$ cat src/rtl/pipe_ctrl_pkg.sv
// Shared definitions for the MIPS pipeline control unit: FSM state encodings,
// the hard-wired zero register index and the default counter width.
package pipe_ctrl_pkg;

  typedef enum logic [2:0] {
    ST_IDLE      = 3'd0,
    ST_RUN       = 3'd1,
    ST_STEP_WAIT = 3'd2,
    ST_STEP_EXEC = 3'd3,
    ST_HALTED    = 3'd4
  } state_t;

  localparam logic [4:0] REG_ZERO      = 5'd0;
  localparam int         DEFAULT_CNT_W = 32;

endpackage

$ cat src/rtl/hazard_detect.sv
// Combinational load-use detection and priority resolution against a taken
// branch; every output is gated by the global pipe enable.
module hazard_detect
  import pipe_ctrl_pkg::*;
(
  input  logic       enable,
  input  logic       id_ex_mem_read,
  input  logic [4:0] id_ex_rt,
  input  logic [4:0] if_id_rs,
  input  logic [4:0] if_id_rt,
  input  logic       if_id_uses_rt,
  input  logic       ex_taken,
  output logic       pc_write,
  output logic       if_id_write,
  output logic       if_id_flush,
  output logic       id_ex_flush
);

  logic lu;

  assign lu = id_ex_mem_read && (id_ex_rt != REG_ZERO) &&
              ((id_ex_rt == if_id_rs) || (if_id_uses_rt && (id_ex_rt == if_id_rt)));

  // A taken branch squashes the dependent instruction, so it outranks the stall.
  always_comb begin
    pc_write    = 1'b0;
    if_id_write = 1'b0;
    if_id_flush = 1'b0;
    id_ex_flush = 1'b0;
    if (enable) begin
      if (ex_taken) begin
        pc_write    = 1'b1;
        if_id_write = 1'b1;
        if_id_flush = 1'b1;
        id_ex_flush = 1'b1;
      end else if (lu) begin
        id_ex_flush = 1'b1;
      end else begin
        pc_write    = 1'b1;
        if_id_write = 1'b1;
      end
    end
  end

endmodule

$ cat src/rtl/pipeline_control_unit.sv
// Pipeline sequencer: run/step/halt FSM, hazard controls and debug counters.
// Counters exist only when PIPE_CTRL_PERF_CNT_EN is defined, otherwise tied to 0.
module pipeline_control_unit
  import pipe_ctrl_pkg::*;
#(
  parameter int CNT_W = DEFAULT_CNT_W
) (
  input  logic             clk,
  input  logic             rst,
  input  logic             i_start,
  input  logic             i_step_mode,
  input  logic             i_step,
  input  logic             i_ID_EX_MemRead,
  input  logic [4:0]       i_ID_EX_Rt,
  input  logic [4:0]       i_IF_ID_Rs,
  input  logic [4:0]       i_IF_ID_Rt,
  input  logic             i_IF_ID_uses_rt,
  input  logic             i_EX_taken,
  input  logic             i_WB_stop_pipe,
  output logic             o_pipe_enable,
  output logic             o_pc_write,
  output logic             o_IF_ID_write,
  output logic             o_IF_ID_flush,
  output logic             o_ID_EX_flush,
  output logic             o_halted,
  output logic [2:0]       o_state,
  output logic [CNT_W-1:0] o_cycle_count,
  output logic [CNT_W-1:0] o_stall_count
);

  state_t state;
  logic   halted_q;

  // The halt instruction in WB must freeze the pipe in the same cycle.
  assign o_pipe_enable = ((state == ST_RUN) || (state == ST_STEP_EXEC)) && !i_WB_stop_pipe;
  assign o_state       = state;
  assign o_halted      = halted_q;

  always_ff @(posedge clk) begin
    if (!rst) begin
      state    <= ST_IDLE;
      halted_q <= 1'b0;
    end else begin
      case (state)
        ST_IDLE: begin
          if (i_start) state <= i_step_mode ? ST_STEP_WAIT : ST_RUN;
        end
        ST_RUN: begin
          if (i_WB_stop_pipe) begin
            state    <= ST_HALTED;
            halted_q <= 1'b1;
          end
        end
        ST_STEP_WAIT: begin
          if (i_step) state <= ST_STEP_EXEC;
        end
        ST_STEP_EXEC: begin
          if (i_WB_stop_pipe) begin
            state    <= ST_HALTED;
            halted_q <= 1'b1;
          end else begin
            state <= ST_STEP_WAIT;
          end
        end
        ST_HALTED: state <= ST_HALTED;
        default:   state <= ST_IDLE;
      endcase
    end
  end

  hazard_detect u_hazard (
    .enable         (o_pipe_enable),
    .id_ex_mem_read (i_ID_EX_MemRead),
    .id_ex_rt       (i_ID_EX_Rt),
    .if_id_rs       (i_IF_ID_Rs),
    .if_id_rt       (i_IF_ID_Rt),
    .if_id_uses_rt  (i_IF_ID_uses_rt),
    .ex_taken       (i_EX_taken),
    .pc_write       (o_pc_write),
    .if_id_write    (o_IF_ID_write),
    .if_id_flush    (o_IF_ID_flush),
    .id_ex_flush    (o_ID_EX_flush)
  );

`ifdef PIPE_CTRL_PERF_CNT_EN
  logic [CNT_W-1:0] cycle_q;
  logic [CNT_W-1:0] stall_q;

  // A bubble without an IF/ID flush can only be a load-use stall.
  always_ff @(posedge clk) begin
    if (!rst) begin
      cycle_q <= '0;
      stall_q <= '0;
    end else if (o_pipe_enable) begin
      cycle_q <= cycle_q + CNT_W'(1);
      if (o_ID_EX_flush && !o_IF_ID_flush) stall_q <= stall_q + CNT_W'(1);
    end
  end

  assign o_cycle_count = cycle_q;
  assign o_stall_count = stall_q;
`else
  assign o_cycle_count = '0;
  assign o_stall_count = '0;
`endif

endmodule

$ cat config.mk
export PLATFORM = sky130hd
export DESIGN_NAME = pipeline_control_unit
export DESIGN_NICKNAME = d
export VERILOG_FILES = /design/src/rtl/pipe_ctrl_pkg.sv /design/src/rtl/hazard_detect.sv /design/src/rtl/pipeline_control_unit.sv
export SDC_FILE = /design/constraint.sdc
export NUM_CORES = 1
export LEC_CHECK = 0
export BUFFER_PORTS_ARGS = -buffer_cell sky130_fd_sc_hd__buf_2
export CAP_MARGIN = 10
export CORE_UTILIZATION = 33
export DETAILED_ROUTE_END_ITERATION = 8
export PLACE_DENSITY = 0.8
export RECOVER_POWER = 25
export SYNTH_ARGS = -nofsm -noshare
export SYNTH_HDL_FRONTEND = slang
export SYNTH_SLANG_ARGS = --single-unit
export TNS_END_PERCENT = 10
$ cat constraint.sdc
create_clock -name clk -period 1.86 [get_ports clk]
set_input_delay 0.372 -clock clk [delete_from_list [all_inputs] [get_ports clk]]
set_output_delay 0.372 -clock clk [all_outputs]
set_load 0.03 [all_outputs]
==> impl_metrics.ini <==
[timing]
fin_worst_skew_ps = 5.88
fmax_mhz = 527
final.setup.worst_slack_ps = -37.0
fin_hold_ws_ps = 391
hold_violations = 0
rsz0062_at_grt = true
fin_tns_setup_ps = -39.5
min_period_ps = 1900
setup_viol = 3
min_period_over_period_pct = 102
maxSlewViolCount = 0

[final_layout]
antenna_cells = 0
multi_input_area_sq_um = 527
drive_gt1_share_pct = 31.4
fin_nets = 166
fillCellCount = 247
seq_area_sq_um = 81.3
area_delta_synth_final_pct = 6.47

[floorplan]
core_sq_um = 2300
die_w_um = 52.2
fp-row-count = 17
initial_core_util_pct = 36.2
dieArea_sq_um = 2730
ios = 97
die_height_um = 52.2

[drt]
avgViaCountPerCell = 3.61
drt_first_pass_iters = 4
wl_um = 1380
vias = 606
drt_iter0_drc = 5
wl_per_cell_um = 8.22
drc = 0
drtAntennaViolNets = 0

[critical_path]
worst-endpoint-required_ps = 1490
worst-setup-path-type = in2out
critPathCaptureType = output port
critPathLaunchType = primary input
reg2reg_setup_slack_ps = 830
worst-path-max-fanout = 3
arrival_ps = 1530

[clock_network]
post_cts_buffers = 0
cts_root_buf = clkbuf_4
cts_sinks = 4
h-tree-depth = 1
cts_buffers = 3
path_clk_slew_ps = 30
hold_buffers = 0
clkLatencyLatePin_ps = 240
cts_tree = built
cts_buffer_depth = 2

[power]
leakagePower_nw = 0.513
powerDensity_nw_per_um2 = 572
peakVddDrop_mv = 0.381

[min_path]
min_path_type = in2reg

[placement]
dp_hpwl_um = 1110
routabilityCongestion = 0.704
port_buffers = 32

[outcome]
violations = negative setup slack
status = finished with violations

[synthesis]
synth-edff-count = 0
syn-cell-area_sq_um = 832
synthCells = 105
ys_ff_latch = 4
synth_area_leaders = buf_4 59%, dfxtp_1 9.6%, xor2_1 9.5%
synth.largest_area_cell = buf_4
synth.avg_cell_area_sq_um = 7.92
yosysWarnings = 0
async_reset_ff_share_pct = 0
ys.flop_type = dfxtp_1
synth_cell_type_count = 24
yosysSeqAreaShare_pct = 9.62
synth_top_area_share_pct = 58.6

[global_route]
antenna_found_initial = 0
grt_use_total_pct = 8.31
grt_pass1_vias = 404
grt_pass1_wl_um = 1570
grt_max_degree = 8
overflow = 0

[job]
max-cap-violations = 0
## final timing paths
check / startpoint / to / cells after the start
max: i_ID_EX_Rt[4] / o_ID_EX_flush / 5
min: rst / o_halted / 2
max reg2reg: o_state[1] / o_state[0] / 4
min reg2reg: o_halted / o_halted / 1
## synth_stat cells (2+ instances only)
cell      n
and3b_1   2
buf_4    65
dfxtp_1   4
nor2_1    3
o21a_1    2
o21ai_1   3
xor2_1    9
## through the flow
stage               instance area [sq um]  std cells  total power [mW]  utilization, %  setup slack [ps]
floorplan                            1090        168             0.438               -             -82.8
global placement                      807        165             0.383            35.1             -56.5
detailed placement                    807        165             0.384            35.1             -74.6
CTS                                   882        168             0.508            38.4             -10.8
global route                          886        168             0.535            38.6             -51.3
finish                                886        168             0.506            38.6             -37.0
## where the power goes
part / leakage [nW] / switching, mW / total, mW / internal [mW]
logic: 0.466 / 0.234 / 0.297 / 0.0627
clock network: 0.0138 / 0.0359 / 0.108 / 0.0722
registers: 0.0331 / 0.00873 / 0.102 / 0.0929
total: 0.513 / 0.279 / 0.506 / 0.228
## final cells by class
class | count | area share (%)
timing repair buffer | 34 | 24.4
multi-input combinational | 98 | 59.5
inverter | 1 | 0.424
clock buffer | 3 | 2.54
sequential | 4 | 9.18
tap | 28 | 3.95
## critical path: stages
cell	delay (ps)
buf_8	100
or4_4	540
o211ai_1	290
o21bai_4	80
buf_6	140
## layout by cell type, fill, tap and decap left out, drive strengths merged
master  count
a21oi       1
a22oi       1
a32oi       1
and2        1
and3b       2
buf        34
clkbuf      3
conb       64
dfxtp       4
inv         1
nand2       1
nor2        3
nor3        1
nor3b       2
nor4        1
nor4bb      1
o211ai      1
o21a        2
o21ai       3
o21bai      1
o31a        1
or4         1
xnor2       1
xor2        9
## timing repair
action	CTS	global route
gates resized for setup	12	1
endpoints found under the hold margin	0	0
endpoints found under the setup margin	3	3
gates cloned	0	0
pin swaps	7	0
## state kept, by name, indices dropped and copies added, names as in the netlist
signal    count
o_halted      1
o_state       3
## cell families after synthesis
group                  count (synthesis)  share of synthesized area [%]
flip-flops                             4                           9.62
AND/OR/NAND/NOR                       13                           11.3
other                                  1                          0.451
XOR/XNOR                              10                           10.5
AO/OA/AOI/OAI                         11                           9.02
buffers and inverters                 66                           59.1
## layer usage
layer  track usage (%)  vias to the layer above  wire length [um]
li1                  -                      284                 -
met1              6.75                      268               426
met2              16.2                       54               776
met3              4.93                        0               179
met4              2.63                        0                 0
met5                 0                        -                 0
(Power assumes the default switching activity.)
